## config.mk

```make
export PLATFORM = sky130hd
export DESIGN_NAME = display_scan_ctrl
export DESIGN_NICKNAME = d
export VERILOG_FILES = /design/src/rtl/display_pkg.sv /design/src/rtl/tick_divider.sv /design/src/rtl/display_scan_ctrl.sv
export SDC_FILE = /design/constraint.sdc
export NUM_CORES = 1
export LEC_CHECK = 0
export BUFFER_PORTS_ARGS = -buffer_cell sky130_fd_sc_hd__buf_2
export CAP_MARGIN = 20
export CORE_ASPECT_RATIO = 1.25
export CORE_MARGIN = 10
export CORE_UTILIZATION = 44
export CTS_CLUSTER_SIZE = 8
export DETAILED_ROUTE_END_ITERATION = 6
export GPL_TIMING_DRIVEN = 0
export PLACE_DENSITY_LB_ADDON = 0.15
export SETUP_SLACK_MARGIN = 0.05
export SYNTH_ARGS = -nofsm -noshare
export SYNTH_HDL_FRONTEND = slang
export SYNTH_HIERARCHICAL = 1
export SYNTH_SLANG_ARGS = --single-unit
```

## constraint.sdc

```tcl
create_clock -name CLK -period 7.3 [get_ports CLK]
set_input_delay 2.19 -clock CLK [delete_from_list [all_inputs] [get_ports CLK]]
set_output_delay 2.19 -clock CLK [all_outputs]
set_load 0.01 [all_outputs]
```

## src/rtl/display_pkg.sv

```systemverilog
// Shared types and helpers for the seven-segment display path.
package display_pkg;

    localparam int NUM_DIGITS = 4;
    localparam int SEL_W      = 2;
    localparam int BCD_W      = 4;
    localparam int DIGITS_W   = NUM_DIGITS * BCD_W;

    typedef enum logic {
        S_BLANK,
        S_SHOW
    } scan_state_t;

    typedef logic [BCD_W-1:0] bcd_digit_t;

    function automatic bcd_digit_t digit_of(
        input logic [DIGITS_W-1:0] d,
        input logic [SEL_W-1:0]    i
    );
        return d[i*BCD_W +: BCD_W];
    endfunction

    // True when digit i and every more significant digit are zero.
    function automatic logic upper_zero(
        input logic [DIGITS_W-1:0] d,
        input logic [SEL_W-1:0]    i
    );
        logic z;
        z = 1'b1;
        for (int n = 0; n < NUM_DIGITS; n++) begin
            if (n >= int'(i) && d[n*BCD_W +: BCD_W] != '0) begin
                z = 1'b0;
            end
        end
        return z;
    endfunction

endpackage

```

## src/rtl/tick_divider.sv

```systemverilog
// Free-running modulo-DIV prescaler with a terminal-count strobe.
module tick_divider #(
    parameter int DIV = 100000,
    localparam int W  = (DIV > 1) ? $clog2(DIV) : 1
) (
    input  logic         CLK,
    input  logic         RST,
    input  logic         EN,
    output logic [W-1:0] CNT,
    output logic         TC
);

    localparam logic [W-1:0] LAST = W'(DIV - 1);

    logic [W-1:0] cnt_q;
    logic [W-1:0] cnt_d;

    assign cnt_d = (cnt_q == LAST) ? '0 : cnt_q + 1'b1;

    always_ff @(posedge CLK) begin
        if (RST) begin
            cnt_q <= '0;
        end else if (EN) begin
            cnt_q <= cnt_d;
        end
    end

    assign CNT = cnt_q;
    assign TC  = EN && (cnt_q == LAST);

endmodule

```

## src/rtl/display_scan_ctrl.sv

```systemverilog
// Four-digit seven-segment scan controller with anti-ghost blanking
// and optional leading-zero suppression.
module display_scan_ctrl
    import display_pkg::*;
#(
    parameter int CLK_DIV      = 100000,
    parameter int BLANK_CYCLES = 16
) (
    input  logic                CLK,
    input  logic                RST,
    input  logic                EN,
    input  logic [DIGITS_W-1:0] DIGITS,
    input  logic [NUM_DIGITS-1:0] DP_IN,
    input  logic                BLANK_LEADING,
    output logic [SEL_W-1:0]    SEL,
    output bcd_digit_t          BCD,
    output logic                DP,
    output logic                BLANK,
    output logic                TICK
);

    localparam int CW = (CLK_DIV > 1) ? $clog2(CLK_DIV) : 1;
    localparam int BL = (BLANK_CYCLES > 0) ? BLANK_CYCLES - 1 : 0;
    localparam logic [CW-1:0] WEND0 = CW'(BL);

    logic [CW-1:0] cnt;
    logic          tc;

    tick_divider #(
        .DIV (CLK_DIV)
    ) u_div (
        .CLK (CLK),
        .RST (RST),
        .EN  (EN),
        .CNT (cnt),
        .TC  (tc)
    );

    scan_state_t      state_q;
    logic [SEL_W-1:0] sel_q;
    logic [SEL_W-1:0] sel_d;
    bcd_digit_t       bcd_q;
    logic             dp_q;
    logic             blank_q;
    logic             tick_q;
    logic             zup_q;
    logic             load_q;
    logic [CW-1:0]    wend_q;
    logic [CW-1:0]    wend_d;
    logic             supp_now;
    logic             supp_adv;

    assign sel_d    = sel_q + 1'b1;
    // A resumed window is measured from the frozen count, not from zero.
    assign wend_d   = CW'((int'(cnt) + BL) % CLK_DIV);
    assign supp_now = BLANK_LEADING && (sel_q != '0) && zup_q;
    assign supp_adv = BLANK_LEADING && (sel_d != '0)
                   && upper_zero(DIGITS, sel_d);

    always_ff @(posedge CLK) begin
        if (RST) begin
            state_q <= S_BLANK;
            sel_q   <= '0;
            bcd_q   <= '0;
            dp_q    <= 1'b0;
            blank_q <= 1'b1;
            tick_q  <= 1'b0;
            zup_q   <= 1'b0;
            load_q  <= 1'b1;
            wend_q  <= WEND0;
        end else if (!EN) begin
            state_q <= S_BLANK;
            blank_q <= 1'b1;
            tick_q  <= 1'b0;
            wend_q  <= wend_d;
        end else if (tc) begin
            sel_q  <= sel_d;
            bcd_q  <= digit_of(DIGITS, sel_d);
            dp_q   <= DP_IN[sel_d];
            zup_q  <= upper_zero(DIGITS, sel_d);
            tick_q <= 1'b1;
            load_q <= 1'b0;
            wend_q <= WEND0;
            if (BLANK_CYCLES == 0) begin
                state_q <= S_SHOW;
                blank_q <= supp_adv;
            end else begin
                state_q <= S_BLANK;
                blank_q <= 1'b1;
            end
        end else begin
            tick_q <= 1'b0;
            // Digit 0 is captured once after reset; later digits at advance.
            if (load_q) begin
                bcd_q  <= digit_of(DIGITS, sel_q);
                dp_q   <= DP_IN[sel_q];
                zup_q  <= upper_zero(DIGITS, sel_q);
                load_q <= 1'b0;
            end
            unique case (state_q)
                S_BLANK: begin
                    if (BLANK_CYCLES == 0 || cnt == wend_q) begin
                        state_q <= S_SHOW;
                        blank_q <= supp_now;
                    end
                end
                S_SHOW: begin
                    blank_q <= supp_now;
                end
            endcase
        end
    end

    assign SEL   = sel_q;
    assign BCD   = bcd_q;
    assign DP    = dp_q;
    assign BLANK = blank_q;
    assign TICK  = tick_q;

endmodule

```

# [Word-level counts from Yosys, hierarchy flattened]
# Index checks and enable logic that the tools add are counted.
[word_totals] register_bits=46 inputBits=24 out_inout_bits=9
[op_classes] addsub=3 div_mod_pow=1 n_lt_le_gt_ge=8 eq_ne=4 shift=2 muxes=26 bitwise_logic=2 reduce_logical=19
[op_table] operator="$mux W17" n=3
[op_table] operator="$mod A32 B18 Y32 const B" n=1
[op_table] operator="$shiftx A16 B5 Y4" n=2
[op_table] operator="$add A17 B4 Y18 const B" n=1
[op_table] operator="$mux W1" n=18
[op_table] operator="$add A17 B1 Y17 const B" n=1
[op_table] operator="$eq A17 B17 Y1" n=1
[op_table] operator="$eq A17 B17 Y1 const B" n=1
[op_table] operator="$reduce_bool A4 Y1" n=4
[op_table] operator="$logic_and A1 B1 Y1" n=9
[op_table] operator="$ge A1 B2 Y1 const A" n=4
[op_table] operator="$mux W4" n=2
[op_table] operator="$lt A2 B3 Y1 const B" n=2
[op_table] operator="$bmux W1 S2" n=2
[op_table] operator="$ge A2 B2 Y1 const A" n=2
[op_table] operator="$reduce_and A2 Y1" n=2
[op_table] operator="$reduce_bool A2 Y1" n=2
[op_table] operator="$reduce_or A3 Y1" n=1
[op_table] operator="$add A2 B1 Y2 const B" n=1
[op_table] operator="$ne A2 B1 Y1 const B" n=1
[op_table] operator="$ne A2 B2 Y1 const B" n=1
[op_table] operator="$not A1 Y1" n=2
[op_table] operator="$pmux W1 S2" n=1
[op_table] operator="$reduce_or A2 Y1" n=1

# [Logic depth before layout (Yosys ltp)]
[logic_depth] depth_word=8 mapped_depth=11 depth_no_buf=9

# [Modules after synthesis]
# Netlist, hierarchy kept.
[by_module_without_submodules] mod="display_scan_ctrl" n_inst=1 cells_per_inst=293 area_per_inst_um2=2362.3 seq_area_each_um2=580.6
[by_module_without_submodules] mod="tick_divider" n_inst=1 cells_per_inst=89 area_per_inst_um2=825.8 seq_area_each_um2=340.3

# [Worst setup path after synthesis]
# OpenSTA, ideal clock, no wires.
[synth_path] path_kind="input -> register" start="in EN" end="reg bcd_q[0] (netlist: BCD[0])" arrival_ps=3922 slack_ps=3246 path_stages=8 n_path_buf=1 path_cell_list="and4_1 -> buf_6 -> nand2_4 -> nor3_1 -> xnor2_1 -> mux4_2 -> nand2_1 -> a21oi_1"
[synth_via] elab_chain_cells=3
[synth_lines] item="from (decl)" line_no="display_scan_ctrl.sv:11" source="input logic EN,"
[synth_lines] item="$logic_and A1 B1 Y1 *" line_no="tick_divider.sv:29" source="assign TC = EN && (cnt_q == LAST);"
[synth_lines] item="via tc" line_no="display_scan_ctrl.sv:27" source="logic tc;"
[synth_lines] item="$reduce_bool A2 Y1 (no source line)"
[synth_lines] item="$reduce_and A2 Y1 (no source line)"
[synth_lines] item="to (signal assigned)" line_no="display_scan_ctrl.sv:78" source="bcd_q <= digit_of(DIGITS, sel_d);"
[synth_lines] item="to (signal assigned)" line_no="display_scan_ctrl.sv:95" source="bcd_q <= digit_of(DIGITS, sel_q);"
[synth_lines] item="to (decl)" line_no="display_scan_ctrl.sv:42" source="bcd_digit_t bcd_q;"
# Mark *: on every way through the listed nets, which the timed path passes. The rest lies on a longest branch.
# A chain may end at the register's enable or synchronous reset.

# [Worst setup path after layout]
[layout_path] start="in EN" end="reg wend_q[13]"
[layout_via] elab_chain_cells=2
[layout_lines] item="$logic_and A1 B1 Y1" line_no="tick_divider.sv:29"
[layout_lines] item="via tc" line_no="display_scan_ctrl.sv:27"
[layout_lines] item="$ne A2 B1 Y1 (no source line)"
[layout_lines] item="to (signal assigned)" line_no="display_scan_ctrl.sv:75" source="wend_q <= wend_d;"
[layout_lines] item="to (decl)" line_no="display_scan_ctrl.sv:48" source="logic [CW-1:0] wend_q;"
# The timed path passes the listed nets, and every way through them passes these cells.

==> out/results.md <==
| Result | Value |
|---|---|
| Hold worst-path end | BCD[3] |
| Netlist Area Pre-Place | 3190 um2 |
| Reg-to-reg endpoint | wend_q[9] |
| Tightest slew margin relative to the limit | 0.494 |
| Buffer type at the clock tree root | sky130_fd_sc_hd__clkbuf_8 |
| Placeable Area | 7020 um2 |
| Count of buffers added by post-CTS timing repair for setup | 0 |
| Global route overflow | 0 |
| Switching share of power | 0.263 |
| Final worst-path setup slack | 2.88 ns |
| Portion of total power attributed to sequential cells | 0.499 |
| Post-Syn Nets | 413 |
| Final total negative setup slack | 0 ns |
| Switching component of the power | 0.000137 W |
| Most used cells in the layout excluding fill and tap cells | sky130_fd_sc_hd__dfxtp_1, sky130_fd_sc_hd__nor2_1, sky130_fd_sc_hd__buf_2 |
| Layout cell share with drive strength beyond 1 | 0.168 |
| Share of the clock period used by the worst path after layout | 0.606 |
| Worst hold path startpoint | BCD[3] |
| Number of buffers inserted during clock tree synthesis | 5 |
| Number of ports placed on the die boundary | 33 |
| Clock network power share | 0.373 |
| Clock tree from TritonCTS | done |
| Initial DRC count | 171 |
| Unique masters post-synth | 69 |
| Hold bufs inserted after CTS | 0 |
| Tightest Pin Transition | 0.753 ns |
| Hold crit path type | flop to flop |
| CTS max path bufs | 2 |
| Endpoint class of the critical path | flop |
| Source-to-sink clock delay at the later pin of the worst-skew pair | 0.30 ns |
| Req. time, crit path | 7.47 ns |
| Max-slew violation count | 0 |
| Post-synthesis sequential area ratio | 0.289 |
| Number of nets with antenna violations after routing | 0 |
| Post-place setup slack | 2.56 ns |
| Cell count after synthesis | 382 |
| Ratio of total power to cell area | 146 nW/um2 |
| Highest clock frequency the design can meet | 226 MHz |
| Number of violations of the max-capacitance limit | 0 |
| Die Span X | 96.1 um |
| Worst setup skew after layout | 0.0105 ns |
| Number of antenna violations at the first check in global routing | 0 |
| Number of antenna diodes | 0 |
| Detailed Routing Iterations Pass 1 | 4 |
| Share of total power in combinational logic | 0.129 |
| Count of fill cells added during filler insertion | 708 |
| Vias/cell | 5.89 |
| Shortest clock period the worst path allows after layout | 4.42 ns |
| Most common library cell in the layout ignoring fill and taps | sky130_fd_sc_hd__dfxtp_1 |
| Input/output buffers | 32 |
| Predominant post-synthesis flop cell | sky130_fd_sc_hd__dfxtp_1 |
| Power Internal | 0.000386 W |
| Clock-pin slew of the registers on the worst-case setup and hold paths | 0.09 ns |
| Number of enable-type register cells in the synthesized netlist | 0 |
| Number of synthesized register bits | 46 |
| First-pass GRT wire length | 14600 um |
| R2R cell count | 11 |
| CTS sink cnt | 46 |
| Sequential cell area | 921 um2 |
| Floorplan die height | 115 um |
| Number of H-tree branching levels | 2 |
| Ys Warns | 6 |
| Critical Path Start Type | input port |
| Worst Setup SP | EN |
| Post-DP HPWL | 6460 um |
| Status | finished clean |
| Unrepaired setup endpoints after global routing | no |
| Maximum number of pins on one net before global-route repair | 15 |
| Setup Viol. Count Final | 0 |
| FP Rows | 34 |
| Footprint of the multi-input gates | 2110 um2 |
| Detailed Route WL | 8430 um |
| Worst VDD drop | 0.0000949 V |
| Signal arrival time at the worst endpoint | 4.59 ns |
| Top fanout value on the critical path | 13 |
| Residual DRC | 0 |
| Mapped Avg Cell Area | 8.35 um2 |
| Die outline area | 11100 um2 |
| Count of placed standard cells including taps | 504 |
| Reg-to-reg critical path startpoint | u_div/CNT[1] |
| Initial standard-cell utilization of the core | 0.454 |
| Hold Worst Slack | 0.459 ns |
| Global routing usage summed across all routing layers | 0.161 |
| Hold path depth | 2 |
| R2r setup slk | 4.16 ns |
| Fin nets | 452 |
| Number of resized instances in the post-cts repair step | 0 |
| Number of global-route vias before repair | 3005 |
| Final estimated routing congestion in global placement | 0.865 |
| Final Hold Fails | 0 |
| Area growth syn-to-layout | 12.0% |
| Class of the most critical setup path | input port to flop |
| Leakage power | 1.27 nW |
| Average wire per standard cell | 16.5 um |
| Vias | 3016 |
| Share of synthesized flip-flops with an asynchronous set or reset | 0 |
| Final Util | 0.509 |
| Final Non-Filler Cells | 512 |
==> final cells by class <==
class	instances	area share
Buffer	24	0.0343
Clock buffer	6	0.0203
Clock inverter	2	0.0105
Inverter	9	0.00946
Multi-Input combinational cell	303	0.591
Sequential cell	46	0.258
Tap cell	90	0.0315
Timing Repair Buffer	32	0.0448
==> worst max-delay path: stages <==
cell and delay, ns:
sky130_fd_sc_hd__buf_2 0.25, sky130_fd_sc_hd__and4_1 0.25, sky130_fd_sc_hd__buf_6 0.14, sky130_fd_sc_hd__nand2_4 0.07, sky130_fd_sc_hd__nor3_1 0.54, sky130_fd_sc_hd__clkbuf_1 0.41
sky130_fd_sc_hd__nor3_1 0.17, sky130_fd_sc_hd__clkbuf_1 0.26, sky130_fd_sc_hd__a32oi_1 0.22, sky130_fd_sc_hd__o31ai_1 0.10
==> layer usage <==
metal | track usage | share of wire
met1 | 0.195 | 0.44
met5 | 0 | 0
met4 | 0.0631 | 0.022
met3 | 0.0320 | 0.050
met2 | 0.268 | 0.49
==> Yosys cell counts, drive strengths merged, types with 2 or more instances <==
cell type  instances  area [um2]
a21o               3        22.5
nor2b              2        12.5
o311ai             2        17.5
o22ai              2        12.5
dfxtp             46         921
or3                7        43.8
and4               5        45.0
a21oi             16        87.6
mux4               6         135
o32ai              3        26.3
clkbuf            14        52.6
or4                4        37.5
a32oi              3        26.3
or2                2        12.5
xor2              17         149
nor4               6        37.5
mux2i              3        30.0
a211oi             4        35.0
nor3              11        55.1
ha                 7        87.6
a211o              3        26.3
nand4             14        93.8
xnor2             33         289
and3               5        32.5
inv                9        33.8
nand4b             2        17.5
nor2              42         158
o41ai              4        42.6
nand2             35         139
o31ai              6        58.8
o211ai             4        35.0
o21ai             15        75.1
buf               10        70.1
nor4b              3        32.5
nand3             16        85.1
==> worst max path at each step <==
stage                       endpoint  slack [ns]  cells past startpoint
after detailed placement  wend_q[13]        2.56                     10
after floorplan               BCD[0]        3.25                      8
after global routing      wend_q[10]        2.66                     10
after CTS                 wend_q[13]        2.87                     10
after global placement    wend_q[10]        2.58                     10
final                     wend_q[13]        2.88                     10
==> registers in the layout, summed over array words and instances (netlist names) <==
register	flops
zup_q	1
SEL	2
load_q	1
BLANK	1
TICK	1
u_div/CNT	17
state_q	1
BCD	4
wend_q	17
DP	1
==> metrics by stage <==
| step | area (um2) | power (W) |
|---|---|---|
| 3_3_place_gp | 3460 | 0.000333 |
| 3_5_place_dp | 3460 | 0.000334 |
| 6_report | 3570 | 0.000523 |
| 5_1_grt | 3570 | 0.000548 |
| 2_1_floorplan | 3190 | 0.000310 |
| 4_1_cts | 3570 | 0.000529 |
==> cells by family (layout without fill, tap and decap cells) <==
kind of cell | after synthesis | after routing | synth area share
AOI/OAI and AO/OA | 77 | 77 | 0.179
DFF | 46 | 46 | 0.289
xor gates and xnor gates | 50 | 50 | 0.137
and+or+nand+nor | 160 | 160 | 0.266
adders and majority gates | 7 | 7 | 0.0275
buffers and inverters | 33 | 73 | 0.0491
muxes | 9 | 9 | 0.0518
==> power by group through the flow <==
| stage | clock network (W) | logic, W | registers [W] |
|---|---|---|---|
| 3_3_place_gp | 0 | 0.0000662 | 0.000266 |
| 3_5_place_dp | 0 | 0.0000670 | 0.000267 |
| 5_1_grt | 0.000211 | 0.0000743 | 0.000262 |
| 2_1_floorplan | 0 | 0.0000436 | 0.000266 |
| 4_1_cts | 0.000201 | 0.0000673 | 0.000261 |
| 6_report | 0.000195 | 0.0000674 | 0.000261 |
Note: power is estimated with default switching activity, not from simulation.
